**src/rtl/smi_tx_assembler_pkg.sv**
```systemverilog
// Shared definitions for the SMI TX assembler.
//   asm_state_e : assembler FSM states
//   I_SYNC      : required byte[7:6] of the first (I) byte of a word
//   Q_SYNC      : required byte[7:6] of the third (Q) byte of a word
//   CNT_W       : width of the statistics counters
//   sat_inc     : saturating counter increment
package smi_tx_assembler_pkg;

    typedef enum logic [2:0] {
        StIdle,
        StHunt,
        StB0,
        StB1,
        StB2,
        StB3
    } asm_state_e;

    localparam logic [1:0] I_SYNC = 2'b10;
    localparam logic [1:0] Q_SYNC = 2'b01;
    localparam int unsigned CNT_W = 16;

    function automatic logic [CNT_W-1:0] sat_inc(input logic [CNT_W-1:0] v);
        return (v == '1) ? v : v + CNT_W'(1);
    endfunction

endpackage

```
**src/rtl/smi_tx_assembler_strobe_sync.sv**
```systemverilog
// Two-flop synchroniser for the asynchronous SMI write strobe, address and
// data, followed by a registered rising-edge detector on the strobe.
//   i_clk, i_reset : system clock, synchronous active-high reset
//   i_swe          : raw SMI write strobe
//   i_a, i_data    : raw SMI address and data
//   o_byte_evt     : one-cycle pulse per synchronised strobe rising edge
//   o_addr, o_byte : address and data from the same synchronised stage
module smi_tx_assembler_strobe_sync (
    input  logic       i_clk,
    input  logic       i_reset,
    input  logic       i_swe,
    input  logic [2:0] i_a,
    input  logic [7:0] i_data,
    output logic       o_byte_evt,
    output logic [2:0] o_addr,
    output logic [7:0] o_byte
);

    // swe_q[1] is the synchronised strobe, swe_q[2] its previous value
    logic [2:0]      swe_q, swe_d;
    logic [1:0][2:0] a_q, a_d;
    logic [1:0][7:0] data_q, data_d;
    logic            evt_q, evt_d;
    logic [2:0]      addr_q, addr_d;
    logic [7:0]      byte_q, byte_d;

    always_comb begin
        swe_d  = {swe_q[1:0], i_swe};
        a_d    = {a_q[0], i_a};
        data_d = {data_q[0], i_data};
        evt_d  = swe_q[1] & ~swe_q[2];
        addr_d = a_q[1];
        byte_d = data_q[1];
    end

    always_ff @(posedge i_clk) begin
        if (i_reset) begin
            swe_q  <= '0;
            a_q    <= '0;
            data_q <= '0;
            evt_q  <= 1'b0;
            addr_q <= '0;
            byte_q <= '0;
        end else begin
            swe_q  <= swe_d;
            a_q    <= a_d;
            data_q <= data_d;
            evt_q  <= evt_d;
            addr_q <= addr_d;
            byte_q <= byte_d;
        end
    end

    assign o_byte_evt = evt_q;
    assign o_addr     = addr_q;
    assign o_byte     = byte_q;

endmodule

```
**src/rtl/smi_tx_assembler.sv**
```systemverilog
// Packs bytes written by the host over SMI into 32-bit I/Q words
// {b0,b1,b2,b3} for the TX FIFO, enforcing I sync on b0 and Q sync on b2,
// and requests more data (DREQ) while the FIFO fill level is low.
//   i_sys_clk, i_reset        : system clock, synchronous active-high reset
//   i_trx_state_tx            : 1 = TX mode, 0 = idle and discard
//   i_smi_a/_swe_srw/_data_in : raw asynchronous SMI write interface
//   i_fifo_full, i_fifo_level : TX FIFO status
//   o_fifo_push, o_fifo_data  : one-cycle push strobe and assembled word
//   o_smi_dreq                : registered data request
//   o_overflow_cnt            : words dropped because the FIFO was full
//   o_sync_err_cnt            : sync failures
// Build option: define SMI_TX_ASM_STATS_EN to build the two counters;
// otherwise they read as zero.
module smi_tx_assembler
    import smi_tx_assembler_pkg::*;
#(
    parameter logic [2:0]  ADDR_TX        = 3'b000,
    parameter int unsigned DREQ_LOW_WATER = 500,
    parameter int unsigned LEVEL_W        = 10
) (
    input  logic               i_sys_clk,
    input  logic               i_reset,
    input  logic               i_trx_state_tx,
    input  logic [2:0]         i_smi_a,
    input  logic               i_smi_swe_srw,
    input  logic [7:0]         i_smi_data_in,
    input  logic               i_fifo_full,
    input  logic [LEVEL_W-1:0] i_fifo_level,
    output logic               o_fifo_push,
    output logic [31:0]        o_fifo_data,
    output logic               o_smi_dreq,
    output logic [CNT_W-1:0]   o_overflow_cnt,
    output logic [CNT_W-1:0]   o_sync_err_cnt
);

    logic       byte_evt_raw;
    logic [2:0] byte_addr;
    logic [7:0] byte_val;
    logic       evt;

    smi_tx_assembler_strobe_sync u_sync (
        .i_clk      (i_sys_clk),
        .i_reset    (i_reset),
        .i_swe      (i_smi_swe_srw),
        .i_a        (i_smi_a),
        .i_data     (i_smi_data_in),
        .o_byte_evt (byte_evt_raw),
        .o_addr     (byte_addr),
        .o_byte     (byte_val)
    );

    assign evt = byte_evt_raw & (byte_addr == ADDR_TX);

    asm_state_e  state_q, state_d;
    logic [7:0]  b0_q, b0_d, b1_q, b1_d, b2_q, b2_d;
    logic [31:0] fifo_data_q, fifo_data_d;
    logic        push_q, push_d;
    logic        dreq_q, dreq_d;
    logic        sync_inc, ovf_inc;

    always_comb begin
        state_d     = state_q;
        b0_d        = b0_q;
        b1_d        = b1_q;
        b2_d        = b2_q;
        fifo_data_d = fifo_data_q;
        push_d      = 1'b0;
        sync_inc    = 1'b0;
        ovf_inc     = 1'b0;
        dreq_d      = i_trx_state_tx & (32'(i_fifo_level) < DREQ_LOW_WATER);

        if (!i_trx_state_tx) begin
            // Leaving TX mode discards the partial word and any edge seen now
            state_d = StIdle;
            b0_d    = '0;
            b1_d    = '0;
            b2_d    = '0;
        end else begin
            unique case (state_q)
                StIdle: state_d = StHunt;
                StHunt, StB0: begin
                    if (evt) begin
                        if (byte_val[7:6] == I_SYNC) begin
                            b0_d    = byte_val;
                            state_d = StB1;
                        end else begin
                            sync_inc = 1'b1;
                            state_d  = StHunt;
                        end
                    end
                end
                StB1: begin
                    if (evt) begin
                        b1_d    = byte_val;
                        state_d = StB2;
                    end
                end
                StB2: begin
                    if (evt) begin
                        if (byte_val[7:6] == Q_SYNC) begin
                            b2_d    = byte_val;
                            state_d = StB3;
                        end else begin
                            sync_inc = 1'b1;
                            b0_d     = '0;
                            b1_d     = '0;
                            state_d  = StHunt;
                        end
                    end
                end
                StB3: begin
                    if (evt) begin
                        // A dropped word still advances, so word alignment holds
                        if (i_fifo_full) begin
                            ovf_inc = 1'b1;
                        end else begin
                            push_d      = 1'b1;
                            fifo_data_d = {b0_q, b1_q, b2_q, byte_val};
                        end
                        state_d = StB0;
                    end
                end
                default: state_d = StIdle;
            endcase
        end
    end

    always_ff @(posedge i_sys_clk) begin
        if (i_reset) begin
            state_q     <= StIdle;
            b0_q        <= '0;
            b1_q        <= '0;
            b2_q        <= '0;
            fifo_data_q <= '0;
            push_q      <= 1'b0;
            dreq_q      <= 1'b0;
        end else begin
            state_q     <= state_d;
            b0_q        <= b0_d;
            b1_q        <= b1_d;
            b2_q        <= b2_d;
            fifo_data_q <= fifo_data_d;
            push_q      <= push_d;
            dreq_q      <= dreq_d;
        end
    end

    assign o_fifo_push = push_q;
    assign o_fifo_data = fifo_data_q;
    assign o_smi_dreq  = dreq_q;

`ifdef SMI_TX_ASM_STATS_EN
    logic [CNT_W-1:0] ovf_cnt_q, ovf_cnt_d;
    logic [CNT_W-1:0] sync_cnt_q, sync_cnt_d;

    always_comb begin
        ovf_cnt_d  = ovf_inc ? sat_inc(ovf_cnt_q) : ovf_cnt_q;
        sync_cnt_d = sync_inc ? sat_inc(sync_cnt_q) : sync_cnt_q;
    end

    always_ff @(posedge i_sys_clk) begin
        if (i_reset) begin
            ovf_cnt_q  <= '0;
            sync_cnt_q <= '0;
        end else begin
            ovf_cnt_q  <= ovf_cnt_d;
            sync_cnt_q <= sync_cnt_d;
        end
    end

    assign o_overflow_cnt = ovf_cnt_q;
    assign o_sync_err_cnt = sync_cnt_q;
`else
    logic unused_stats;
    assign unused_stats   = sync_inc ^ ovf_inc;
    assign o_overflow_cnt = '0;
    assign o_sync_err_cnt = '0;
`endif

endmodule

```
**config.mk**
```make
export PLATFORM = sky130hd
export DESIGN_NAME = smi_tx_assembler
export DESIGN_NICKNAME = d
export VERILOG_FILES = /design/src/rtl/smi_tx_assembler_pkg.sv /design/src/rtl/smi_tx_assembler_strobe_sync.sv /design/src/rtl/smi_tx_assembler.sv
export SDC_FILE = /design/constraint.sdc
export NUM_CORES = 1
export LEC_CHECK = 0
export ABC_AREA = 1
export CELL_PAD_IN_SITES_DETAIL_PLACEMENT = 0
export CELL_PAD_IN_SITES_GLOBAL_PLACEMENT = 2
export CORE_ASPECT_RATIO = 0.7
export CORE_UTILIZATION = 25
export DETAILED_ROUTE_END_ITERATION = 7
export HOLD_SLACK_MARGIN = 0.15
export MAX_ROUTING_LAYER = met4
export PLACE_DENSITY = 0.83
export SETUP_SLACK_MARGIN = 0.02
export SYNTH_ARGS = -nofsm -noshare
export SYNTH_HDL_FRONTEND = slang
export SYNTH_SLANG_ARGS = --single-unit
```
**constraint.sdc**
```tcl
create_clock -name i_sys_clk -period 1.2 [get_ports i_sys_clk]
set_input_delay 0.36 -clock i_sys_clk [delete_from_list [all_inputs] [get_ports i_sys_clk]]
set_output_delay 0.36 -clock i_sys_clk [all_outputs]
set_load 0.05 [all_outputs]
```
# Yosys cells after proc, flatten, opt, wreduce, memory -nomap -nowiden
# Cells that the tools add are included.
[totals]
ram_bits = 0
regBits = 98
elab_cells = 64
out_inout_bits = 66
latch_bits = 0
rom_bits = 0
mem_count = 0
[classes]
mul = 0
magnitude_cmp = 1
reduce_logical = 12
shifts = 0
n_div = 0
n_addsub = 0
eq_ne = 13
n_bitwise = 8
n_mux = 15
[ops]
columns = ["op", "n"]
rows = [
  ["$mux W8", 5],
  ["$pmux W8 S2", 2],
  ["$mux W3", 5],
  ["$pmux W3 S5", 1],
  ["$ne A2 B2 Y1 const B", 6],
  ["$reduce_and A4 Y1", 3],
  ["$lt A10 B9 Y1 const B", 1],
  ["$eq A3 B2 Y1 const B", 2],
  ["$eq A3 B3 Y1 const B", 2],
  ["$logic_not A3 Y1", 2],
  ["$not A1 Y1", 5],
  ["$reduce_and A5 Y1", 1],
  ["$reduce_bool A2 Y1", 2],
  ["$reduce_or A2 Y1", 2],
  ["$reduce_or A4 Y1", 1],
  ["$and A1 B1 Y1", 3],
  ["$eq A3 B1 Y1 const B", 1],
  ["$reduce_and A3 Y1", 1],
  ["$eq A2 B1 Y1 const B", 1],
  ["$eq A2 B2 Y1 const B", 1],
  ["$mux W2", 1],
  ["$mux W1", 1],
]

# Longest topological paths before layout
[logic_depth]
depth_word = 4
ltp_mapped = 9
depth_no_buf = 9

# By module
# A second synthesis with hierarchy kept.
[unflattened]
hier_cells = 536
area_unflattened_um2 = 3917.5
[modules_own_cells]
columns = ["mod", "area_per_inst_um2", "cells_per_inst", "instances", "seq_area_each_um2"]
rows = [
  ["smi_tx_assembler", 2849.0, 421, 1, 1221.2],
  ["smi_tx_assembler_strobe_sync", 1068.5, 115, 1, 740.7],
]

# Worst setup path before layout
# OpenSTA, ideal clock, no wires.
[synth_path]
kind = "input -> register"
from = "input port i_trx_state_tx"
to = "register fifo_data_q[0], in the netlist o_fifo_data[0]"
cell_stages = 7
t_required_ns = 1.137
setup_time_ns = 0.063
arrival_time_ns = 1.206
slack_ns = -0.069
path_cell_list = "inv_1 -> nor2_1 -> nand2_1 -> nor2_8 -> buf_6 -> nor2_1 -> nor2_2"
[synth_between]
elab_chain_len = 1
[synth_lines]
columns = ["item", "line", "source"]
rows = [
  ["start: declaration", "smi_tx_assembler.sv:23", "input logic i_trx_state_tx,"],
  ["$reduce_and A4 Y1 (no line)", "-", ""],
  ["end signal: assignment", "smi_tx_assembler.sv:142", "fifo_data_q <= fifo_data_d;"],
  ["end: declaration", "smi_tx_assembler.sv:56", "logic [31:0] fifo_data_q, fifo_data_d;"],
]
# Every way passes these cells.
# A chain may end at the register's enable or synchronous reset.

# Worst setup path after layout
[layout_path]
from = "register state_q[1]"
to = "register b0_q[4]"
[layout_between]
elab_chain_len = 4
[layout_lines]
columns = ["item", "line", "source"]
rows = [
  ["start: declaration", "smi_tx_assembler.sv:54", "asm_state_e state_q, state_d;"],
  ["start signal: assignment", "smi_tx_assembler.sv:130", "state_q <= StIdle;"],
  ["start signal: assignment", "smi_tx_assembler.sv:138", "state_q <= state_d;"],
  ["$eq A3 B1 Y1 / $eq A3 B2 Y1 (equally long branches)", "smi_tx_assembler.sv:79", "unique case (state_q)"],
  ["$reduce_or A2 Y1", "-", ""],
  ["$ne A2 B2 Y1 (no line) / $reduce_bool A2 Y1 (equally long branches)", "-", ""],
  ["$reduce_and A5 Y1 (no line)", "-", ""],
  ["end signal: assignment", "smi_tx_assembler.sv:131", "b0_q <= '0;"],
  ["end signal: assignment", "smi_tx_assembler.sv:139", "b0_q <= b0_d;"],
  ["end: declaration", "smi_tx_assembler.sv:55", "logic [7:0] b0_q, b0_d, b1_q, b1_d, b2_q, b2_d;"],
]
# Parallel ways exist; a longest one is shown, timed or not.

==> flow_metrics.py <==
metrics = {
    "timing": {
        "final_max_slew_viol_count": 0,
        "fmax_mhz": 741,
        "final-hold-violation-count": 0,
        "setup_ws_ns": -0.150,
        "min_period_over_period_pct": 113,
        "finalSetupViolCount": 65,
        "rsz0062_at_grt": "yes",
        "skew_ns": 0.0106,
        "layout_min_cycle_time_ns": 1.35,
    },
    "setup_path": {
        "cp_slowest_stage_delay_ns": 0.39,
        "r2r_slack_ns": -0.15,
        "crit_path_top_delay_cell": "dfxtp_4",
        "worstSetupPathType": "reg -> reg",
        "rr_worst_depth": 8,
        "crit_chain": "nor2_4 -> nor2_2 -> nand2_2 -> nand2_4 -> nand2_8 -> inv_2 -> nor2_1 -> nor2_1",
        "r2r_end": "b0_q[4]",
        "worst_ep_required_time_ns": 1.44,
        "crit_top_cell": "nor2_1",
        "r2r-start": "state_q[1]",
        "setup.worst_path.start_class": "flip-flop",
        "endpoint_kind": "flip-flop",
        "crit_arrival_ns": 1.59,
        "cp_max_fo": 8,
    },
    "pwr": {
        "p_total_uw": 6860,
        "peakVddDrop_mv": 0.683,
        "leakagePower_uw": 0.00245,
        "powerDensity_mw_per_mm2": 1140,
    },
    "routing": {
        "drcViolationCount": 6,
        "wl_per_cell_um": 12.0,
        "drt_iter0_markers": 193,
        "vias": 3330,
        "vias_per_cell": 4.08,
        "routed_wl_um": 9800,
        "detail_route.first_pass.iterations": 6,
        "ant_nets": 0,
    },
    "floorplanning": {
        "rows": 38,
        "die_w_um": 152,
        "start_util_pct": 25.5,
        "ios": 92,
        "dieArea_mm2": 0.0163,
        "die_y_um": 107,
        "coreArea_mm2": 0.0155,
    },
    "synth": {
        "ys_seq_area_share_pct": 49.7,
        "synth_top_area_share_pct": 49.7,
        "synth_edf_count": 0,
        "synth_ff_type": "dfxtp_1",
        "synthTopCellsByCount": "nor2_1, dfxtp_1, inv_1",
        "syn_inst": 523,
        "synthTopCellsByArea": "dfxtp_1, nor2_1, inv_1, buf_4, nand2_1",
        "yosys_warnings": 0,
        "synth.distinct_cells": 22,
        "synth_most_common_cell": "nor2_1",
        "async_flop_share_pct": 0,
        "syn_area_mm2": 0.00395,
        "ys_seq_elements": 98,
        "yosysTopAreaCell": "dfxtp_1",
        "avgSynthCellArea_um2": 7.55,
    },
    "placed_design": {
        "gp_congestion": 0.846,
        "pre_cts_slack_ns": -0.548,
        "post_dp_cell_area_mm2": 0.00517,
        "port_buffers": 57,
        "dp_hpwl_um": 6300,
    },
    "clock_tree": {
        "clock_sinks": 98,
        "cts_tree": "yes",
        "clkTransAtPathRegs_ns": 0.08,
        "numCtsBuffers": 9,
        "clock_latency_ns": 0.34,
        "ctsHoldBuffers": 0,
        "htreeDepth": 3,
        "clockBufferDepth": 2,
        "cts_root_buf": "clkbuf_16",
    },
    "finish": {
        "multiInputGateArea_mm2": 0.00169,
        "drive_gt1_share_pct": 33.3,
        "seq_area_mm2": 0.00202,
        "nNetsFinal": 637,
        "nFillCells": 1580,
        "design_area_mm2": 0.00603,
        "synthToLayoutAreaGrowth_pct": 52.7,
        "diodes": 0,
    },
    "global_routing": {
        "gr-total-overflow": 0,
        "antenna_found_initial": 0,
        "gr-usage-all-layers_pct": 12.3,
        "grt_max_degree": 39,
        "grt_pass1_vias": 3113,
        "grt_pass1_wl_um": 15300,
    },
    "worst_hold_path": {
        "hp-class": "reg -> reg",
        "holdPathEnd": "u_sync.o_byte_evt",
        "holdPathStages": 1,
        "holdCritStartpoint": "u_sync.swe_q[2]",
    },
    "status": {
        "violations": "DRC, setup timing",
        "status": "complete, but fails checks",
    },
    "flow_run": {
        "drv_cap": 0,
    },
}
[area by class of cell]
type                       count  area share (%)
sequential                    98            33.5
tap                          200            4.15
inverter                      82            5.27
clock inverter                 7            1.27
multi-input combinational    321            28.0
clock buffer                   9            3.74
timing repair buffer          99            24.1
[through the flow]
| stage | util (%) | setup TNS (ns) | cells | hold slack [ns] |
|---|---|---|---|---|
| after floorplan | - | 0 | 554 | 0.373 |
| after global placement | 33.5 | -37.95 | 783 | 0.379 |
| after detailed placement | 33.5 | -38.55 | 783 | 0.385 |
| after CTS | 37.0 | -2.30 | 808 | 0.399 |
| after global routing | 39.0 | -9.85 | 816 | 0.416 |
| final | 39.0 | -4.13 | 816 | 0.396 |
[flip-flops by register name, summed over array words and instances, names as in the netlist, 3 cells and up]
name,count
o_fifo_data,32
b0_q,8
b1_q,8
b2_q,8
u_sync.byte_d,8
u_sync.data_d,8
u_sync.o_byte,8
state_q,3
u_sync.a_d,3
u_sync.addr_d,3
u_sync.o_addr,3
u_sync.swe_q,3
[power by group]
group          internal (uW)  switching [uW]  total [uW]
logic                    202             454         656
registers               3300            29.8        3330
clock network           1490            1390        2880
[layer usage]
| layer | GRT usage (%) | vias up | part of all wire, % |
|---|---|---|---|
| met3 | 3.07 | 6 | 5.1 |
| li1 | - | 1717 | - |
| met4 | 3.06 | 0 | 0.62 |
| met2 | 18.2 | 88 | 44 |
| met5 | - | - | 0 |
| met1 | 16.6 | 1519 | 50 |
[cell families after synthesis]
| kind of cell | Yosys count | synth area share, % |
|---|---|---|
| AND/OR/NAND/NOR | 264 | 30.3 |
| buffers and inverters | 136 | 16.9 |
| flip-flops | 98 | 49.7 |
| AO/OA/AOI/OAI | 24 | 3.04 |
| other | 1 | 0.0950 |
[critical path: cells and delay by family, from the launching register on]
family | cells | cell delay, ns
and+or+nand+nor | 7 | 0.80
buffers and inverters | 1 | 0.06
DFF | 1 | 0.39
[how the worst max path moves through the flow]
stage	from	to	slack, ns	depth (start not counted)
2_1_floorplan	i_trx_state_tx	o_fifo_data[0]	0.02	7
3_3_place_gp	i_trx_state_tx	o_fifo_data[25]	-0.51	8
3_5_place_dp	i_trx_state_tx	o_fifo_data[10]	-0.55	8
4_1_cts	u_sync.o_addr[0]	o_fifo_data[0]	-0.1	8
5_1_grt	u_sync.o_addr[2]	o_fifo_data[0]	-0.20	8
6_report	state_q[1]	b0_q[4]	-0.15	8
[cell usage in the layout, fill, tap and decap left out, types with 2 or more instances in the layout]
| master | instances |
|---|---|
| nor2_1 | 111 |
| inv_1 | 73 |
| dfxtp_1 | 61 |
| nand2_1 | 49 |
| buf_12 | 42 |
| dfxtp_2 | 33 |
| nand4_1 | 32 |
| conb_1 | 32 |
| nor2_2 | 22 |
| clkdlybuf4s50_1 | 20 |
| buf_4 | 17 |
| nand2_2 | 12 |
| clkbuf_16 | 12 |
| nand3_1 | 9 |
| a21oi_1 | 9 |
| buf_6 | 8 |
| nand2_4 | 7 |
| nand3_2 | 6 |
| inv_2 | 5 |
| nor2_4 | 5 |
| nor3_1 | 4 |
| o21ai_1 | 4 |
| o21ai_2 | 4 |
| dfxtp_4 | 4 |
| buf_8 | 4 |
| nand2_8 | 3 |
| a21oi_2 | 3 |
| inv_6 | 3 |
| inv_8 | 3 |
| dlygate4sd2_1 | 3 |
| inv_4 | 2 |
| a21oi_4 | 2 |
| nor3_2 | 2 |
| o21ai_0 | 2 |
[what timing repair did]
item | in CTS | in global routing
gates resized for setup | 77 | 57
buffers inserted | 4 | 5
gates cloned | 5 | 3
pin swaps | 5 | 19
setup endpoints to repair | 94 | 94
Power figures use the tool's default switching activity.
